===== src/rtl/systolic_ctrl.sv =====
// Operand buffers and FSM that feed an N x N output-stationary systolic array.
// Once start is sampled, the array holds A*B when the one-cycle done pulse appears, 3N cycles after the start cycle.
module systolic_ctrl #(
    parameter int N = 4,
    parameter int W = 16
) (
    input  logic                 clk,
    input  logic                 rst,
    input  logic                 wr_en,
    input  logic                 wr_sel,
    input  logic [$clog2(N)-1:0] wr_row,
    input  logic [$clog2(N)-1:0] wr_col,
    input  logic [W-1:0]         wr_data,
    input  logic                 start,
    output logic                 busy,
    output logic                 done,
    output logic                 wr_err,
    output logic                 pe_clr,
    output logic [N*W-1:0]       west_bus,
    output logic [N*W-1:0]       north_bus
);

    typedef enum logic [1:0] {
        IDLE  = 2'd0,
        CLEAR = 2'd1,
        FEED  = 2'd2,
        DONE  = 2'd3
    } state_e;

    localparam int             TW     = $clog2(3 * N);
    localparam logic [TW-1:0]  T_LAST = TW'(3 * N - 3);

    state_e                 state_q, state_d;
    logic [TW-1:0]          t_q, t_d;
    logic                   feed_d;
    logic [W-1:0]           a_q [N][N];
    logic [W-1:0]           b_q [N][N];
    logic [N-1:0][W-1:0]    west_q, west_d;
    logic [N-1:0][W-1:0]    north_q, north_d;
    logic                   wr_err_q;

    always_comb begin
        state_d = state_q;
        t_d     = t_q;
        feed_d  = 1'b0;
        case (state_q)
            IDLE: begin
                if (start) begin
                    state_d = CLEAR;
                end
            end
            CLEAR: begin
                state_d = FEED;
                t_d     = '0;
                feed_d  = 1'b1;
            end
            FEED: begin
                if (t_q == T_LAST) begin
                    state_d = DONE;
                    t_d     = '0;
                end else begin
                    t_d    = t_q + TW'(1);
                    feed_d = 1'b1;
                end
            end
            DONE: begin
                state_d = IDLE;
            end
            default: begin
                state_d = IDLE;
            end
        endcase
    end

    // Lane registers are loaded with the slot that becomes current on this edge;
    // element k of row/column i enters at slot i+k, giving the diagonal skew.
    always_comb begin
        west_d  = '0;
        north_d = '0;
        if (feed_d) begin
            for (int i = 0; i < N; i++) begin
                for (int k = 0; k < N; k++) begin
                    if (int'(t_d) == i + k) begin
                        west_d[i]  = a_q[i][k];
                        north_d[i] = b_q[k][i];
                    end
                end
            end
        end
    end

    always_ff @(posedge clk) begin
        if (rst) begin
            state_q  <= IDLE;
            t_q      <= '0;
            west_q   <= '0;
            north_q  <= '0;
            wr_err_q <= 1'b0;
        end else begin
            state_q  <= state_d;
            t_q      <= t_d;
            west_q   <= west_d;
            north_q  <= north_d;
            wr_err_q <= wr_en && (state_q != IDLE);
        end
    end

    // Writes land only while idle, so a write in the start cycle is seen by that run.
    always_ff @(posedge clk) begin
        if (rst) begin
            for (int i = 0; i < N; i++) begin
                for (int j = 0; j < N; j++) begin
                    a_q[i][j] <= '0;
                    b_q[i][j] <= '0;
                end
            end
        end else if (wr_en && (state_q == IDLE)) begin
            if (wr_sel) begin
                b_q[wr_row][wr_col] <= wr_data;
            end else begin
                a_q[wr_row][wr_col] <= wr_data;
            end
        end
    end

    assign busy      = (state_q != IDLE);
    assign done      = (state_q == DONE);
    assign pe_clr    = (state_q == CLEAR);
    assign wr_err    = wr_err_q;
    assign west_bus  = west_q;
    assign north_bus = north_q;

endmodule


===== config.mk =====
export PLATFORM = sky130hd
export DESIGN_NAME = systolic_ctrl
export DESIGN_NICKNAME = d
export VERILOG_FILES = /design/src/rtl/systolic_ctrl.sv
export SDC_FILE = /design/constraint.sdc
export NUM_CORES = 1
export LEC_CHECK = 0
export BUFFER_PORTS_ARGS = -buffer_cell sky130_fd_sc_hd__buf_4
export CAP_MARGIN = 20
export CELL_PAD_IN_SITES_DETAIL_PLACEMENT = 0
export CELL_PAD_IN_SITES_GLOBAL_PLACEMENT = 1
export CORE_ASPECT_RATIO = 0.7
export CORE_MARGIN = 3
export CORE_UTILIZATION = 50
export DETAILED_ROUTE_END_ITERATION = 10
export PLACE_DENSITY_LB_ADDON = 0.1
export SYNTH_ARGS = -nofsm -noshare
export SYNTH_HDL_FRONTEND = slang
export SYNTH_SLANG_ARGS = --single-unit

===== constraint.sdc =====
create_clock -name clk -period 2.9 [get_ports clk]
set_input_delay 0.58 -clock clk [delete_from_list [all_inputs] [get_ports clk]]
set_output_delay 0.58 -clock clk [all_outputs]
set_load 0.02 [all_outputs]

Word level (Yosys, flattened, before mapping)
Memory sizes are Yosys's and may differ from the RTL's.
Index checks and enable logic that the tools add are counted.
{ "word_totals": {"inputBits": 25, "word_cells": 97, "memories": 2, "output_inout_bits": 132, "mem_bits_rw": 512, "regBits": 135} }
{ "classes": {"add_sub_neg": 1, "magnitude_cmp": 2, "eq_ne": 12, "reduce_logical": 10, "n_mux": 57, "bitwise": 2} }
{ "mem_list": {"columns": ["name", "depth", "width", "rd", "rd_clocked_by_memory_dff", "wr", "line_no", "text"], "rows": [
  ["a_q", 4, 64, 4, 0, 4, "36", "logic [W-1:0] a_q [N][N];"],
  ["b_q", 4, 64, 4, 0, 4, "37", "logic [W-1:0] b_q [N][N];"]
]} }
{ "op_table": {"columns": ["op", "count"], "rows": [
  ["16-bit 2-to-1 mux", 33],
  ["64-bit 2-to-1 mux", 6],
  ["64-bit OR reduction", 2],
  ["16-bit demux with 2-bit select", 1],
  ["4-bit equality test, second input constant", 4],
  ["1-bit 2-to-1 mux", 9],
  ["4-bit by 3-bit equality test with 1-bit output, second input constant", 2],
  ["2-bit 2-to-1 mux", 4],
  ["2-bit one-hot mux with 4 select lines", 1],
  ["4-bit one-hot mux with 2 select lines", 1],
  ["4-bit by 1-bit adder with 4-bit output, second input constant", 1],
  ["2-bit equality test, second input constant", 2],
  ["4-bit by 2-bit equality test with 1-bit output, second input constant", 1],
  ["4-bit zero test", 1],
  ["4-bit 2-to-1 mux", 1],
  ["2-bit inequality test, second input constant", 2],
  ["3-bit greater-or-equal comparator, second input constant", 1],
  ["1-bit logical AND", 3],
  ["3-bit by 1-bit less-than comparator with 1-bit output, second input constant", 1],
  ["2-bit inverter with 3-bit output", 1],
  ["2-bit by 1-bit equality test with 1-bit output, second input constant", 1],
  ["2-bit zero test", 1],
  ["1-bit one-hot mux with 2 select lines", 1],
  ["2-bit AND reduction", 1],
  ["other kinds (3)", 3]
]} }

Logic depth before layout (Yosys ltp)
{ "depth": {"depth_word": 8, "depth_mapped": 11, "mapped_depth_nobuf": 8} }

Worst setup path before layout
OpenSTA, ideal clock, no wires.
{ "synth_path": {"path_kind": "reg2reg", "start": "reg t_q[1]", "end": "reg north_q (netlist bit north_bus[36])", "path_slack_ps": 607, "required_time_ps": 2775, "n_path_buf": 3, "setup_ps": 125, "path_stages_with_launch": 12, "synth_period_minus_slack_ps": 2293, "arrival_ps": 2168, "path_cell_list": "dfxtp_1 > buf_2 > inv_1 > ha_1 > nand2b_1 > and2_0 > clkbuf_1 > or2_1 > buf_2 > o21ai_0 > a222oi_1 > nor2_1"} }
{ "synth_between": {"elab_chain_len": 8, "elab_cells_between_ends": 16, "classes_between": "add/sub: 1; eq/ne: 5; mux: 8; bitwise: 1; reduce/logical: 1"} }
{ "synth_lines": {"columns": ["element", "line_no", "text"], "rows": [
  ["start, declared", "34", "logic [TW-1:0] t_q, t_d;"],
  ["start signal, assigned", "101", "t_q <= t_d;"],
  ["4-bit by 1-bit adder with 4-bit output / 4-bit equality test (equally long branches)", "62, 58", null],
  ["4-bit 2-to-1 mux", "58", "if (t_q == T_LAST) begin"],
  ["4-bit one-hot mux with 2 select lines", "46", "case (state_q)"],
  ["4-bit by 3-bit equality test with 1-bit output", "83", "if (int'(t_d) == i + k) begin"],
  ["16-bit 2-to-1 mux (4 in a row)", "83", null],
  ["end signal, assigned", "103", "north_q <= north_d;"],
  ["end, declared", "39", "logic [N-1:0][W-1:0] north_q, north_d;"]
]} }
Several ways; a longest one is shown, not always the timed one.
A chain may end at the register's enable or synchronous reset.

Worst setup path after layout
{ "layout_path": {"start": "reg state_q[1]", "end": "reg north_q (netlist bit north_bus[38])"} }
{ "layout_between": {"elab_chain_len": 7, "elab_cells_between_ends": 14, "classes_between": "eq/ne: 6; mux: 6; bitwise: 1; reduce/logical: 1"} }
{ "layout_lines": {"columns": ["element", "line_no", "text"], "rows": [
  ["start, declared", "33", "state_e state_q, state_d;"],
  ["start signal, assigned", "100", "state_q <= state_d;"],
  ["2-bit equality test / 2-bit by 1-bit equality test with 1-bit output (equally long branches)", "46", null],
  ["4-bit one-hot mux with 2 select lines", "46", null],
  ["4-bit by 3-bit equality test with 1-bit output", "83", null],
  ["16-bit 2-to-1 mux (4 in a row)", "83", null]
]} }
Several ways; a longest one is shown, not always the timed one.

==> impl_metrics.tcl <==
set metrics [dict create \
    antenna_left 0 \
    path_clk_slew_ns 0.07 \
    grt_pass1_wl_um 109600 \
    yosys_warnings 0 \
    powerDensity_nw_per_um2 700.1 \
    post-route-util_pct 58.94 \
    numClockSinks 647 \
    path_max_fanout 33 \
    start_kind "flop" \
    hold_path_class "input port to flop" \
    setup_viol 0 \
    grt_pass1_vias 17420 \
    antenna_found_initial 3 \
    synth_area_leaders "edfxtp_1 (56%), and2_1 (12%), dfxtp_1 (9.9%)" \
    post_synth_num_cell_types 59 \
    async_reset_ff_share_pct 0 \
    dr_total_vias 17630 \
    netlist_area_um2 27220 \
    drv_slew 0 \
    finalHoldViolCount 0 \
    dpl_worst_slack_ns 0.07096 \
    rrSetupSlack_ns 0.12 \
    drive_above_1_share_pct 16.67 \
    max_clock_freq_ghz 0.3603 \
    cts_resized 0 \
    leakagePower_nw 11.39 \
    seqPwrFrac_pct 47.7 \
    yosys_most_used_dff "edfxtp_1" \
    place_congestion 0.8460 \
    drc_errors 0 \
    fin_worst_skew_ns 0.03045 \
    initial_core_util_pct 51.37 \
    synth_top_cell_by_area "edfxtp_1" \
    maxCapViolations 0 \
    r2r-end "north_bus[38]$_SDFF_PP0_" \
    synth-seq-cells 647 \
    tns_ns 0 \
    synth_fp_nets 2225 \
    p_sw_mw 5.832 \
    yosys-top-cells-count "and2_1 (515), edfxtp_1 (512), clkbuf_1 (138)" \
    rsz0062_at_grt "no" \
    fill_cells 4192 \
    r2r_cells 9 \
    wl_per_cell_um 23.70 \
    crit_start "state_q[1]$_SDFFE_PP0P_" \
    r2r_start "state_q[1]$_SDFFE_PP0P_" \
    ios 157 \
    max-slew-margin-rel_pct 60.07 \
    worstSetupEndpointType "flop" \
    synth-edff-count 512 \
    postCtsHoldBufs 0 \
    vias_per_cell 5.742 \
    die_h_um 201.2 \
    syn2layout_area_growth_pct 14.73 \
    hpwl_um 42740 \
    core-area_um2 52990 \
    routed_wl_um 72780 \
    tightest_slew_ns 0.5990 \
    setup_slack_ns 0.1243 \
    pwr-share-comb_pct 15.3 \
    placed_cells 2952 \
    seq_area_um2 18080 \
    die_area_um2 57320 \
    cts-buffers-inserted 60 \
    nNetsFinal 2325 \
    clk_latency_ns 0.63 \
    status "finished, final reports clean" \
    worstPathArrival_ns 3.24 \
    grt_max_degree 72 \
    overflow 0 \
    post_cts_buffers 0 \
    swShare_pct 26.67 \
    power.share.clock_pct 37.0 \
    portBuffers 156 \
    cp_data_required_time_ns 3.37 \
    peakVddDrop_mv 0.4741 \
    first_pass_iters 7 \
    rows 70 \
    stdcell_count 3071 \
    clock_tree.buffer_depth 3 \
    die_w_um 284.9 \
    synth-seq-area-share_pct 66.41 \
    avgSynthCellArea_um2 12.41 \
    post-route-period-util_pct 95.71 \
    drtIter0Drc 1820 \
    postSynthCellCount 2194 \
    cts_tree "done" \
    intPower_mw 16.03 \
    grt_usage_pct 25.13 \
    design_area_um2 31230 \
    placedInstanceArea_um2 29220 \
    yosysMostFrequentCell "and2_1" \
    holdWs_ns 0.3856 \
    htreeDepth 2 \
    min_period_ns 2.776 \
    clock-root-buffer "clkbuf_16" \
    synth_top_cell_area_share_pct 56.48 \
    multi_input_area_um2 8222 \
    crit_end "north_bus[38]$_SDFF_PP0_" \
    power_mw 21.86 \
    critPathKind "flop to flop" \
]
==> cell type report <==
class | instances | area share (%)
repair buffers | 244 | 6.426
clock buffers | 88 | 5.368
inverters | 5 | 0.06009
clock inverters | 25 | 1.006
well taps | 720 | 2.885
multi-input cells | 1336 | 26.33
diodes | 6 | 0.04808
flip-flops and latches | 647 | 57.88
==> layer usage <==
layer	GRT usage, %	routed length (um)	up-vias
li1	-	-	8121
met1	36.45	32300	8781
met2	39.35	33600	624
met3	4.711	5409	107
met4	6.186	1464	0
met5	0	0	-
==> layout by cell type, fill, tap and decap left out, drive strengths merged, types with 2 or more instances in the layout <==
master     n
o21a       3
a2bb2oi   11
xnor2      2
nand2     60
o2bb2ai   11
a222oi    32
a32oi     52
nor2b      7
nand3b     5
and2     517
inv        6
mux2i     33
o22ai     48
edfxtp   512
dfxtp    135
clkbuf    88
nand4      4
a21oi    107
ha         6
or2       34
bufinv     7
clkinv    16
diode      6
nor2     122
nor3       6
o311a     32
nand2b     9
a31oi      2
o21ai    163
buf      244
nand3     58
==> sequential cells by signal, indices dropped and copies added (netlist names) <==
| register | count |
|---|---|
| state_q | 2 |
| wr_err | 1 |
| west_bus | 64 |
| t_q | 4 |
| north_bus | 64 |
| b_q | 256 |
| a_q | 256 |
==> kinds of logic (layout without fill, tap and decap cells) <==
family                   Yosys count  after routing  share of synthesized area, %
AND/OR/NAND/NOR                  826            826                         17.21
flip-flops                       647            647                         66.41
AO/OA/AOI/OAI                    468            468                         11.30
buffers and inverters            211            362                         3.466
multiplexers                      33             33                         1.213
adder cells (fa/ha/maj)            6              6                        0.2758
XOR/XNOR                           3              3                        0.1241
other                              0              6                             0
==> how the worst min path moves through the flow <==
stage	startpoint	cells after the start	slack [ns]	to
2_1_floorplan	b_q[3][3]$_SDFFCE_PN0P_	1	0.43	north_bus[51]$_SDFF_PP0_
3_3_place_gp	a_q[3][15]$_SDFFCE_PN0P_	1	0.43	west_bus[63]$_SDFF_PP0_
3_5_place_dp	a_q[3][1]$_SDFFCE_PN0P_	1	0.44	west_bus[49]$_SDFF_PP0_
4_1_cts	wr_en	3	0.36	wr_err$_SDFF_PP0_
5_1_grt	wr_en	3	0.36	wr_err$_SDFF_PP0_
6_report	wr_en	3	0.39	wr_err$_SDFF_PP0_
==> power by group through the flow <==
stage	Clock [mW]	Sequential, mW	Combinational, mW
global route	8.57	10.5	3.62
floorplan	0	10.7	2.20
finish	8.08	10.4	3.35
detailed placement	0	10.6	3.32
CTS	8.19	10.4	3.33
global placement	0	10.6	3.28
==> worst max-delay path, cell delays in order (launching register included) <==
cell	delay [ns]
dfxtp_1	0.38
inv_1	0.08
ha_2	0.48
nand2b_1	0.22
and2_0	0.34
or2_1	0.20
buf_12	0.20
o21ai_0	0.13
a222oi_1	0.46
nor2_1	0.13
Power figures use the tool's default switching activity.
